$ cat src/rtl/khazad_pkg.sv
// khazad_pkg - shared constants and state encoding for the KHAZAD host controller.
`timescale 1ns/1ps
`default_nettype none
package khazad_pkg;
  localparam int BLOCK_W          = 64;
  localparam int KEY_W            = 128;
  localparam int KEY_SCHED_CYCLES = 24;
  localparam int DATA_ONLY_CYCLES = 8;

  typedef enum logic [1:0] {
    S_IDLE  = 2'd0,
    S_ISSUE = 2'd1,
    S_BUSY  = 2'd2,
    S_DONE  = 2'd3
  } state_t;
endpackage
`default_nettype wire

$ cat src/rtl/khazad_host_ctrl.sv
// khazad_host_ctrl - request/response front end for the KHAZAD core with a one-entry key cache.
// Rev 1.0
`timescale 1ns/1ps
`default_nettype none
module khazad_host_ctrl
  import khazad_pkg::*;
#(
  parameter int TIMEOUT_CYCLES = 32
) (
  input  logic               CLK,
  input  logic               RST,
  input  logic               in_valid,
  output logic               in_ready,
  input  logic [BLOCK_W-1:0] in_data,
  input  logic [KEY_W-1:0]   in_key,
  input  logic               in_enc,
  input  logic               key_flush,
  output logic               out_valid,
  input  logic               out_ready,
  output logic [BLOCK_W-1:0] out_data,
  output logic               out_err,
  output logic [BLOCK_W-1:0] core_data_in,
  output logic [KEY_W-1:0]   core_key_in,
  output logic               core_enc,
  output logic               core_start,
  output logic               core_only_data,
  input  logic [BLOCK_W-1:0] core_data_out,
  input  logic               core_last_round
);

  localparam logic [5:0] TMO_LIMIT = 6'(TIMEOUT_CYCLES);

  state_t             state;
  logic [KEY_W-1:0]   key_cache;
  logic               key_valid;
  logic               last_d;
  logic [5:0]         tmo_cnt;
  logic               accept;
  logic               done_det;
  logic               tmo_hit;

  assign accept   = (state == S_IDLE) && in_valid && in_ready;
  // The core's data is valid the cycle after its last_round pulse falls.
  assign done_det = last_d && !core_last_round;
  assign tmo_hit  = (tmo_cnt + 6'd1) == TMO_LIMIT;

  always_ff @(posedge CLK or posedge RST) begin
    if (RST) begin
      state          <= S_IDLE;
      key_cache      <= '0;
      key_valid      <= 1'b0;
      last_d         <= 1'b0;
      tmo_cnt        <= '0;
      in_ready       <= 1'b0;
      out_valid      <= 1'b0;
      out_data       <= '0;
      out_err        <= 1'b0;
      core_data_in   <= '0;
      core_key_in    <= '0;
      core_enc       <= 1'b0;
      core_start     <= 1'b0;
      core_only_data <= 1'b0;
    end else begin
      core_start <= 1'b0;
      case (state)
        S_IDLE: begin
          in_ready <= 1'b1;
          if (accept) begin
            in_ready       <= 1'b0;
            core_data_in   <= in_data;
            core_key_in    <= in_key;
            core_enc       <= in_enc;
            core_only_data <= key_valid && (in_key == key_cache) && !key_flush;
            key_cache      <= in_key;
            out_err        <= 1'b0;
            core_start     <= 1'b1;
            state          <= S_ISSUE;
          end
        end
        S_ISSUE: begin
          // Clear the edge detector so a stale pulse cannot complete the new operation.
          last_d  <= 1'b0;
          tmo_cnt <= '0;
          state   <= S_BUSY;
        end
        S_BUSY: begin
          last_d <= core_last_round;
          if (done_det) begin
            out_data  <= core_data_out;
            key_valid <= 1'b1;
            out_valid <= 1'b1;
            state     <= S_DONE;
          end else if (tmo_hit) begin
            out_err   <= 1'b1;
            key_valid <= 1'b0;
            in_ready  <= 1'b1;
            state     <= S_IDLE;
          end else begin
            tmo_cnt <= tmo_cnt + 6'd1;
          end
        end
        S_DONE: begin
          if (out_ready) begin
            out_valid <= 1'b0;
            in_ready  <= 1'b1;
            state     <= S_IDLE;
          end
        end
        default: state <= S_IDLE;
      endcase
      // A flush wins over any cache validation in the same cycle.
      if (key_flush) key_valid <= 1'b0;
    end
  end

endmodule
`default_nettype wire

$ cat config.mk
export PLATFORM = sky130hd
export DESIGN_NAME = khazad_host_ctrl
export DESIGN_NICKNAME = d
export VERILOG_FILES = /design/src/rtl/khazad_pkg.sv /design/src/rtl/khazad_host_ctrl.sv
export SDC_FILE = /design/constraint.sdc
export NUM_CORES = 1
export LEC_CHECK = 0
export ABC_AREA = 0
export CELL_PAD_IN_SITES_DETAIL_PLACEMENT = 0
export CELL_PAD_IN_SITES_GLOBAL_PLACEMENT = 2
export CORE_ASPECT_RATIO = 2
export CORE_MARGIN = 2
export CORE_UTILIZATION = 25
export CTS_BUF_LIST = sky130_fd_sc_hd__clkbuf_8
export CTS_CLUSTER_SIZE = 8
export DETAILED_ROUTE_END_ITERATION = 10
export PLACE_DENSITY = 0.88
export SKIP_LAST_GASP = 1
export SYNTH_ARGS = -nofsm -noshare
export SYNTH_HDL_FRONTEND = slang
export SYNTH_SLANG_ARGS = --single-unit
export TNS_END_PERCENT = 5
$ cat constraint.sdc
create_clock -name CLK -period 10.18 [get_ports CLK]
set_input_delay 2.036 -clock CLK [delete_from_list [all_inputs] [get_ports CLK]]
set_output_delay 2.036 -clock CLK [all_outputs]
set_load 0.02 [all_outputs]
==> impl.org <==
** Drt
- Dividing the detail-routed via count by the number of cells gives 4.31.
- Average wire length per cell after detail routing :: 18.2 um
- The first routing iteration left 405 violations.
- The final layout contains routed wiring with a total length of approximately 44000 um.
- For this run, design rule violations remaining after detail routing come to 0.
- Residual antenna-violating net count after detailed routing :: 0
- The detailed router placed 10.3k vias in this run.
- Number of detailed-routing iterations run before antenna repair :: 4

** Clock tree
- TritonCTS built the clock tree.
- CTS clock-pin slew for the worst setup and hold paths :: 0.06 ns
- Later-pin clock latency in the skew report :: between 0.5 and 0.6 ns
- The tree is rooted in a sky130_fd_sc_hd__clkbuf_8.
- Gates resized during post-CTS repair numbered 0.
- Longest Clk Path Bufs :: 3
- CTS Hold Bufs :: 0
- Clock tree synthesis inserted a total of 43 buffers.
- Total setup buffers inserted after CTS :: 0
- The H-tree was split into 2 levels.
- The clock drives 272 sinks.

** Timing
- Max Fclk :: between 0.2 and 0.25 GHz
- The number of max-slew violations in the final report came to 0.
- Final setup viols :: 0
- At the pin with the least slew margin, the transition time is roughly 1.2 ns.
- Worst hold-check slack :: between 0.4 and 0.5 ns
- Final Hold Fails :: 0
- Summed over all failing endpoints, the final setup total negative slack is 0 ns.
- Max-Slew Margin vs Limit :: 0.190
- Unrepaired setup endpoints after global routing :: no
- Dividing the final minimum period by the clock period gives 0.466.
- Across the routed clock network, the largest skew measured is a little under 0.04 ns.
- The smallest clock period supported by the final layout is computed as 4.74 ns.

** Global route
- The number of antenna violations at the first check in global routing came to 5.
- Overflow left after global routing :: 0
- First-pass GRT wire length :: 64700 um
- Entering global routing, the biggest net connects around 100 pins.
- The number of global-route vias before repair is approximately 11k.
- Aggregate global-route resource usage :: 0.174

** Synthesis
- Distinct cells, synth :: 47
- The share of synthesized area in the top cell type comes to 0.577.
- Counting flops with an async set or reset pin after synthesis yields a share of 1.00.
- Synthesized netlist net count :: between 1k and 1.5k
- For this run, the register share of the synthesized area comes to 0.577.
- sky130_fd_sc_hd__dfrtp_1 takes more of the synthesized area than any other cell.
- Summing every instance area after synthesis gives roughly 12000 um^2.
- Number of flip-flops and latches in the synthesized netlist :: approximately 270
- The most common cell in the synthesized netlist is sky130_fd_sc_hd__nand2_1.
- Yosys attributes the largest share of cell area to sky130_fd_sc_hd__dfrtp_1, sky130_fd_sc_hd__nand2_1, sky130_fd_sc_hd__xor2_1, sky130_fd_sc_hd__mux2_1, sky130_fd_sc_hd__o21ai_0.
- For this run, the leading register cell type out of synthesis is sky130_fd_sc_hd__dfrtp_1.
- Mean instance size in the synthesized netlist :: ~9.7 um^2
- Most frequent cells after synthesis :: sky130_fd_sc_hd__nand2_1, sky130_fd_sc_hd__dfrtp_1, sky130_fd_sc_hd__xor2_1
- Yosys mapped a number of flops with a built-in enable equal to 0.
- Synthesized instance count :: about 1.2k
- Warning count from the yosys run :: 0

** Setup path
- For this design, the slowest cell found on the critical path is sky130_fd_sc_hd__buf_4.
- Crit. End Element :: flop
- Of all nets on the critical path, the largest fanout is between 100 and 150.
- Walking the worst path, the cells encountered are clkdlybuf4s50_1, nand3_4, inv_6, buf_4, nand2_1, nand2_1.
- Worst path required time :: between 10 and 15 ns
- STA classifies the critical path startpoint as an input port.
- In this design, the stage delay of the slowest critical-path cell is 0.87 ns.
- Data arrives at the worst endpoint at around 5.3 ns.
- The setup path with the least slack is of type input port to flop.
- By instance count, the cell type seen most on the critical path is sky130_fd_sc_hd__nand2_1.

** Placement
- Half-perimeter wire length after placement :: roughly 33000 um
- Routability congestion estimate from global placement :: slightly above 0.8
- In this run the cell area measured after placement is about 18000 um^2.
- The count of buffers added on input and output ports is 524.

** Power
- Leakage :: slightly below 9 nW
- Cell area power density :: slightly above 300 nW/um^2
- The worst-case IR drop observed on VDD is approximately 0.17 mV.

** Die
- Core footprint :: roughly 47000 um^2
- Overall die area :: 49000 um^2
- The initialized floorplan defines 112 standard-cell rows.
- Initial cell density of the core :: 0.253
- X dimension of the die :: roughly 160 um
- Pin placement for this block handled 525 I/O pins.
- Measured along the y axis, the die boundary spans 311 um.

** Finish
- Summing all non-filler instances in the final layout gives an area of approximately 19000 um^2.
- In the final layout, the share of cells above drive strength 1 is 0.0504.
- Syn-to-layout area delta :: 57.1%
- Layout net count :: between 2k and 2.5k

** Run
- The tool flagged a number of max-cap violations equal to 0.

** Min path
- Tightest Hold Check Type :: flop to flop

** Run status
- Outcome :: finished, final reports clean
[cells by family (layout without fill, tap and decap cells)]
group | count (synthesis) | after routing | share of synthesized area
xor gates and xnor gates | 91 | 91 | 0.0676
AOI/OAI and AO/OA | 95 | 95 | 0.0538
DFF | 272 | 272 | 0.577
adders and majority gates | 6 | 6 | 0.00637
muxes | 65 | 65 | 0.0620
and+or+nand+nor | 591 | 591 | 0.202
other | 0 | 4 | 0
buffers and inverters | 97 | 645 | 0.0314
[sequential cells by signal, indices dropped and copies added (netlist names)]
| signal | count |
|---|---|
| in_ready | 1 |
| out_data | 64 |
| state | 2 |
| core_data_in | 64 |
| core_start | 1 |
| last_d | 1 |
| key_valid | 1 |
| key_cache | 128 |
| out_err | 1 |
| core_enc | 1 |
| core_only_data | 1 |
| tmo_cnt | 6 |
| out_valid | 1 |
[metal layers]
layer / vias to the layer above / routed length [um] / track usage
met4: 2 / 1930 / 0.0886
li1: 4966 / - / -
met3: 86 / 3480 / 0.0468
met5: - / 13 / 0
met2: 435 / 23400 / 0.327
met1: 4836 / 14800 / 0.171
[through the flow]
step	setup WS, ns	total power, W	util	std cells
5_1_grt	5.14	0.00599	0.397	2396
6_report	5.44	0.00562	0.397	2396
3_5_place_dp	4.78	0.00475	0.380	2325
3_3_place_gp	4.82	0.00470	0.380	2325
4_1_cts	5.41	0.00572	0.397	2392
2_1_floorplan	0.649	0.00328	-	1217
[power by group]
part           switching [W]  internal, W  total, W
Combinational        0.00149      0.00126   0.00275
Clock               0.000446     0.000481  0.000927
Sequential          0.000374      0.00157   0.00194
Total                0.00231      0.00330   0.00562
[critical path, delay by kind of cell]
| family | cells | cell delay [ns] |
|---|---|---|
| buf+inv | 3 | 2.14 |
| simple gates | 3 | 0.80 |
[area by class of cell]
class                      count  area, um^2
timing repair buffer         532        5310
inverter                      46         185
fill                        4680       28100
clock inverter                15        91.3
sequential                   272        6810
multi-input combinational    848        4630
antenna                        4        10.0
tap                          627         785
clock buffer                  52         716
[worst paths after layout]
path	from	endpoint	slack [ns]	cells after the start
max	in_valid	key_cache[116]	5.44	6
max in group asynchronous	RST	core_data_in[3]	6.85	3
min	core_data_in[36]	core_data_in[36]	0.47	2
min reg2reg	core_data_in[36]	core_data_in[36]	0.47	2
min in group asynchronous	RST	out_data[10]	1.90	2
max reg2reg	state[0]	key_cache[116]	6.52	7
[placed cells by master (no fill, tap or decap), types with 2 or more instances in the layout]
master / count
sky130_fd_sc_hd__clkbuf_8: 52
sky130_fd_sc_hd__nor3_1: 3
sky130_fd_sc_hd__o2bb2ai_1: 8
sky130_fd_sc_hd__nand4_1: 7
sky130_fd_sc_hd__dfrtp_1: 272
sky130_fd_sc_hd__nor4_1: 29
sky130_fd_sc_hd__nand3_1: 9
sky130_fd_sc_hd__diode_2: 4
sky130_fd_sc_hd__mux2_2: 15
sky130_fd_sc_hd__a2111oi_2: 2
sky130_fd_sc_hd__nand2b_1: 4
sky130_fd_sc_hd__inv_6: 2
sky130_fd_sc_hd__clkdlybuf4s50_1: 524
sky130_fd_sc_hd__mux2_1: 49
sky130_fd_sc_hd__nor2b_1: 7
sky130_fd_sc_hd__xnor2_1: 3
sky130_fd_sc_hd__a21oi_1: 5
sky130_fd_sc_hd__nor2_1: 9
sky130_fd_sc_hd__xor2_1: 88
sky130_fd_sc_hd__o22ai_1: 13
sky130_fd_sc_hd__o21ai_0: 39
sky130_fd_sc_hd__o21ai_1: 5
sky130_fd_sc_hd__a22o_1: 8
sky130_fd_sc_hd__inv_1: 54
sky130_fd_sc_hd__ha_1: 6
sky130_fd_sc_hd__a2111oi_0: 3
sky130_fd_sc_hd__buf_4: 8
sky130_fd_sc_hd__nand2_1: 514
sky130_fd_sc_hd__a221oi_1: 2
No activity file was read; power rests on OpenSTA's default activity.
